<file path="src/rtl/wb_port_arbiter.sv">
// Round-robin arbiter sharing the register-file write port between NUM_REQ
// write-back requesters; the winning write is registered one cycle after acceptance.
module wb_port_arbiter #(
  parameter int NUM_REQ = 2,
  parameter int XLEN    = 32,
  parameter int ADDR_W  = 5,
  parameter int CNT_W   = 16
) (
  input  logic                      clk,
  input  logic                      rst,
  input  logic [NUM_REQ-1:0]        req_valid,
  input  logic [NUM_REQ*ADDR_W-1:0] req_rd,
  input  logic [NUM_REQ*XLEN-1:0]   req_data,
  output logic [NUM_REQ-1:0]        req_ready,
  output logic                      wr_en,
  output logic [ADDR_W-1:0]         wr_addr,
  output logic [XLEN-1:0]           wr_data,
  output logic [CNT_W-1:0]          conflict_cnt
);

  localparam int PTR_W = $clog2(NUM_REQ);

  // Handshake: requester i transfers on a rising edge where
  // req_valid[i] && req_ready[i]; req_ready is a one-hot combinational grant,
  // held at zero during reset so nothing is accepted while rst=1.

  logic [PTR_W-1:0]  ptr;
  logic [PTR_W-1:0]  gnt_idx;
  logic              gnt_any;
  logic [ADDR_W-1:0] sel_rd;
  logic [XLEN-1:0]   sel_data;
  logic              multi_valid;
  int                idx;

  // Scan from ptr upward with an explicit wrap so non-power-of-two
  // NUM_REQ never produces an out-of-range index.
  always_comb begin
    req_ready = '0;
    gnt_idx   = '0;
    gnt_any   = 1'b0;
    sel_rd    = '0;
    sel_data  = '0;
    idx       = 0;
    if (!rst) begin
      for (int k = 0; k < NUM_REQ; k++) begin
        idx = int'(ptr) + k;
        if (idx >= NUM_REQ) idx = idx - NUM_REQ;
        if (!gnt_any && req_valid[idx]) begin
          gnt_any        = 1'b1;
          gnt_idx        = PTR_W'(idx);
          req_ready[idx] = 1'b1;
          sel_rd         = req_rd[idx*ADDR_W +: ADDR_W];
          sel_data       = req_data[idx*XLEN +: XLEN];
        end
      end
    end
  end

  // Two or more bits set: clearing the lowest set bit leaves something behind.
  assign multi_valid = |(req_valid & (req_valid - NUM_REQ'(1)));

  always_ff @(posedge clk) begin
    if (rst) begin
      ptr          <= '0;
      wr_en        <= 1'b0;
      wr_addr      <= '0;
      wr_data      <= '0;
      conflict_cnt <= '0;
    end else begin
      if (gnt_any) begin
        wr_en   <= (sel_rd != '0);
        wr_addr <= sel_rd;
        wr_data <= sel_data;
        ptr     <= (gnt_idx == PTR_W'(NUM_REQ - 1)) ? '0 : gnt_idx + PTR_W'(1);
      end else begin
        wr_en <= 1'b0;
      end
      if (multi_valid && (conflict_cnt != {CNT_W{1'b1}}))
        conflict_cnt <= conflict_cnt + CNT_W'(1);
    end
  end

endmodule

</file>
<file path="config.mk">
export PLATFORM = sky130hd
export DESIGN_NAME = wb_port_arbiter
export DESIGN_NICKNAME = d
export VERILOG_FILES = /design/src/rtl/wb_port_arbiter.sv
export SDC_FILE = /design/constraint.sdc
export NUM_CORES = 1
export LEC_CHECK = 0
export CELL_PAD_IN_SITES_DETAIL_PLACEMENT = 1
export CELL_PAD_IN_SITES_GLOBAL_PLACEMENT = 1
export CORE_ASPECT_RATIO = 1.5
export CORE_MARGIN = 2
export CORE_UTILIZATION = 26
export CTS_CLUSTER_DIAMETER = 120
export DETAILED_ROUTE_END_ITERATION = 6
export GPL_ROUTABILITY_DRIVEN = 1
export PLACE_DENSITY = 0.79
export REMOVE_ABC_BUFFERS = 1
export SLEW_MARGIN = 20
export SYNTH_ARGS = -nofsm -noshare
export SYNTH_HDL_FRONTEND = slang
export SYNTH_SLANG_ARGS = --single-unit
</file>
<file path="constraint.sdc">
create_clock -name clk -period 1.8 [get_ports clk]
set_clock_uncertainty 0.2 [all_clocks]
set_input_delay 0.27 -clock clk [delete_from_list [all_inputs] [get_ports clk]]
set_output_delay 0.27 -clock clk [all_outputs]
set_load 0.005 [all_outputs]
</file>
; Word level (Yosys, flattened, before mapping)
; Index checks and enable logic that the tools add are counted.
[word_totals]
in_bits = 78
word_cells = 66
reg_bits = 55
[op_classes]
eq_ne = 1
reduce_logical = 8
order_cmp = 6
addsub = 6
bitwise = 3
muxes = 31
mul = 2
n_shift = 4
[op_table]
columns = operator, n
row1 = $mux W32, 6
row2 = $shiftx A64 B32 Y32, 2
row3 = $ge A32 B1 Y1 const B, 2
row4 = $lt A32 B3 Y1 const B, 2
row5 = $mul A32 B4 Y32 const B, 2
row6 = $shiftx A10 B32 Y5, 2
row7 = $add A16 B1 Y16 const B, 1
row8 = $mux W1, 16
row9 = $ne A16 B16 Y1 const B, 1
row10 = $mux W5, 3
row11 = $mux W2, 4
row12 = $reduce_bool A5 Y1, 1
row13 = $logic_and A1 B1 Y1, 4
row14 = $reduce_or A2 Y1, 2
row15 = $sub A1 B2 Y3 const B, 1
row16 = $sub A2 B2 Y3 const B, 1
row17 = $add A1 B1 Y2 const B, 1
row18 = $and A2 B2 Y2, 1
row19 = $demux W1 S1, 2
row20 = $ge A1 B2 Y1 const B, 1
row21 = $ge A2 B2 Y1 const B, 1
row22 = $or A2 B2 Y2, 1
row23 = $sub A2 B1 Y2 const B, 1
row24 = $add A1 B1 Y1 const B, 1
row25 = 2 further kinds, 2

; Longest topological paths before layout
[depth]
word_depth = 14
mapped_depth = 6

; Worst setup path before layout
; Ideal clock, no wire load.
[synth_timing]
path_type = register to register
startpoint = register conflict_cnt[5]
endpoint = register conflict_cnt[13]
path_stages_with_launch = 5
arrival_time_ns = 1.671
slack_ns = -0.141
t_required_ns = 1.530
cell_sequence = dfxtp_1 > nand4_2 > or4_4 > or4_1 > a21oi_1
[synth_via]
elab_chain_len = 2
elab_cells_between_ends = 3
classes_between = add/sub (1) / eq/ne (1) / reduce/logical (1)
[synth_rtl]
columns = element, line_no
row1 = "start, declared", 18  ; output logic [CNT_W-1:0] conflict_cnt
row2 = "start signal, assigned", 79  ; conflict_cnt <= conflict_cnt + CNT_W'(1);
row3 = "parallel branches: the longest is 2 deep, another holds $add A16 B1 Y16", n/a
; Parallel ways; which one is timed is not known.
; A chain may end at the register's enable or synchronous reset.

; Worst setup path in the final report
[layout_timing]
startpoint = register conflict_cnt[10]
endpoint = register conflict_cnt[13]
; The elaborated chain is that of the path after synthesis.

==> results.md <==
* Status: complete, but fails checks
* Failing checks: negative setup slack
* FP Rows at 46
* Clock root buffer: clkbuf_16
* Area Overhead vs Synth at 68.52%
* Max Freq at ~0.55 GHz
* Register area share after synthesis at roughly 40%
* # clock sinks at 55
* VDD IR max at about 330 uV
* Yosys warns at 0
* Max Slew Vio Count at 0
* Nets at 586
* Crit path top cell by count: or4_4
* Final worst-path cycle share at 101.5%
* Via count at ~3400
* Sw Pwr at a little under 0.8 mW
* DIE HEIGHT at 131.5 um
* Yosys top cell by area: dfxtp_1
* Initial DRC count at 160
* Worst path max stage delay at just under 0.6 ns
* Clock slew at reported path FFs at about 0.070 ns
* GRT Total Usage at 18.63%
* WL met3 at between 400 and 500 um
* Drt wl/cell at around 16 um
* Sequential power share at around 44%
* CP Data Required Time at between 1.5 and 2 ns
* Largest fanout on the critical path at 5
* Max Buffers Root-to-Sink at 2
* Non-Filler Instances at 652
* DR vias/cell at approximately 5.1
* Crit path DAT at about 1.9 ns
* WL met2 at about 5900 um
* Utilization after layout at about 45%
* Comb power frac at 23.5%
* Least-Margin Pin Slew at approximately 0.8 ns
* Final setup vio count at 1
* Cell Area, Placed at 4528 sq um
* Hold Path Class: in -> reg
* Number of top-level pins at 134
* DP HPWL at 8072 um
* Die area at 11700 sq um
* Core box area at 10590 sq um
* Fin worst setup slack at -0.02746 ns
* # diodes at 0
* CTS Buf Count at 5
* Crit-path cells: nand2_1 > or4_4 > or4_4 > a21oi_2
* Largest net degree at the start of global routing at between 80 and 90
* Power per standard cell area at approximately 640 nW/um^2
* Design area at about 4700 sq um
* First-pass GRT wire length at roughly 18000 um
* Leakage power at between 1.5 and 2 nW
* R2R Setup Slk at -0.03 ns
* Internal at 2.234 mW
* Clock share of power at roughly a third
* Endpoint class of the critical path: register
* Share of the synthesized area in the top cell type at approximately 39%
* Hold worst-path end: wr_addr[0]
* CTS tree: built
* Critical path launch point type: register
* Endpoints failing hold at 0
* Routability cong. at between 0.8 and 0.9
* H-tree Lvls at 2
* Top cells by area, synth: dfxtp_1 39%, o221a_2 11%, a21oi_1 6.9%
* Gr ovfl total at 0
* Starting Density at approximately a quarter
* Ratio of cells with drive above 1 in the final layout at between 20% and 30%
* Post-layout minimum cycle time at ~1.8 ns
* Total length of routed wires at 10730 um
* Worst hold path cell count at 2
* Synthesis-stage register bit count at 55
* Post-CTS Setup Bufs at 0
* Synthesized area at around 2800 sq um
* Slowest CP cell: or4_4
* Min-delay src: rst
* Port Buffers at 133
* Clock Latency Late Sink at 0.30 ns
* Max_cap viols at 0
* Initial antenna violation count at 0
* ANT nets after route at 0
* R2r worst-path depth at 4
* Max layer used: met4
* Switching share of power at a little over a quarter
* Vias in the first global route at 3625
* Synth Instances at 350
* Setup CP Type: reg -> reg
* Die Wd at 89 um
* DRC at 0
* RSZ-0062 raised after global routing: true
* Highest-count cells in the layout ignoring fill and taps: 125 x clkdlybuf4s50_1, 50 x nor2_1, 45 x buf_4
* Reg-to-reg critical path endpoint: conflict_cnt[13]
* Reg2reg start: conflict_cnt[10]
* DRT met1 WL at between 4000 and 5000 um
* First drt pass iteration count at 5
* Netlist cell types at 39
* Max-slew headroom at 47.85%
* Fin Setup TNS at -0.02746 ns
* Inst Count DP at around 640
* Commonest non-fill, non-tap cell in the layout: clkdlybuf4s50_1
* Synthesized area per cell at about 8.1 sq um
synthesized netlist by cell type (all sizes together):
library cell	number
a211oi	3
a21boi	1
a21oi	39
a31oi	28
a32oi	3
and3	3
and4	1
buf	2
clkbuf	27
dfxtp	55
ha	1
inv	30
mux2	2
mux2i	1
nand2	15
nand2b	1
nand3	8
nand4	5
nor2	51
nor2b	4
nor3	4
nor4	3
o211a	1
o211ai	1
o21ai	7
o221a	27
o221ai	7
o311ai	2
o31ai	3
o41ai	3
or2	2
or3	5
or4	5
how the worst max path moves through the flow:
stage	from	to	slack [ns]
5_1_grt	conflict_cnt[8]	conflict_cnt[13]	-0.07
6_report	conflict_cnt[10]	conflict_cnt[13]	-0.03
3_5_place_dp	req_valid[0]	conflict_cnt[13]	-0.54
2_1_floorplan	ptr	wr_addr[1]	-0.37
3_3_place_gp	req_valid[0]	conflict_cnt[13]	-0.52
4_1_cts	conflict_cnt[8]	conflict_cnt[13]	-0.02
layer usage:
layer | vias to the layer above | GRT usage, %
li1 | 1611 | -
met1 | 1633 | 21.22
met2 | 100 | 34.45
met3 | 13 | 3.706
met4 | 0 | 4.395
met5 | - | 0
cells by family after synthesis:
kind of cell / synth area share (%)
AO/OA/AOI/OAI: 32.33
AND/OR/NAND/NOR: 18.16
buffers and inverters: 8.837
flip-flops: 39.08
multiplexers: 1.154
adder cells (fa/ha/maj): 0.4440
sequential cells by signal (all words and copies together) (netlist names):
name	cells
conflict_cnt	16
ptr	1
wr_addr	5
wr_data	32
wr_en	1
through the flow:
stage / power (mW) / worst slack [ns] / hold WS [ns]
after CTS: 3.074 / -0.01860 / 0.05977
after floorplan: 1.583 / -0.3677 / 0.1391
after global routing: 3.171 / -0.07455 / 0.06310
final: 3.029 / -0.02746 / 0.07784
after detailed placement: 2.084 / -0.5356 / 0.2602
after global placement: 2.061 / -0.5220 / 0.2553
cell type report:
class	instances	area (sq um)
Timing Repair Buffer	179	1675
Fill cell	1284	5842
Tap cell	144	180.2
Inverter	30	112.6
Clock buffer	7	132.6
Sequential cell	55	1121
Clock inverter	1	5.005
Multi-Input combinational cell	236	1521
worst max-delay path, delay by kind of cell, from the launching register on:
family | cells | cell delay, ns
DFF | 1 | 0.33
and+or+nand+nor | 3 | 1.10
AOI/OAI and AO/OA | 1 | 0.13
repair_timing:
item	in CTS	in global routing
pin swaps	3	2
hold buffers	0	0
resized for setup	20	16
setup endpoints to repair	17	16
power groups by stage:
| stage | Clock (mW) | Sequential, mW | Combinational (mW) |
|---|---|---|---|
| final | 0.978 | 1.34 | 0.712 |
| after global routing | 1.04 | 1.35 | 0.777 |
| after CTS | 1.01 | 1.34 | 0.720 |
| after detailed placement | 0 | 1.37 | 0.717 |
| after global placement | 0 | 1.37 | 0.694 |
| after floorplan | 0 | 1.38 | 0.207 |
Power figures use the tool's default switching activity.
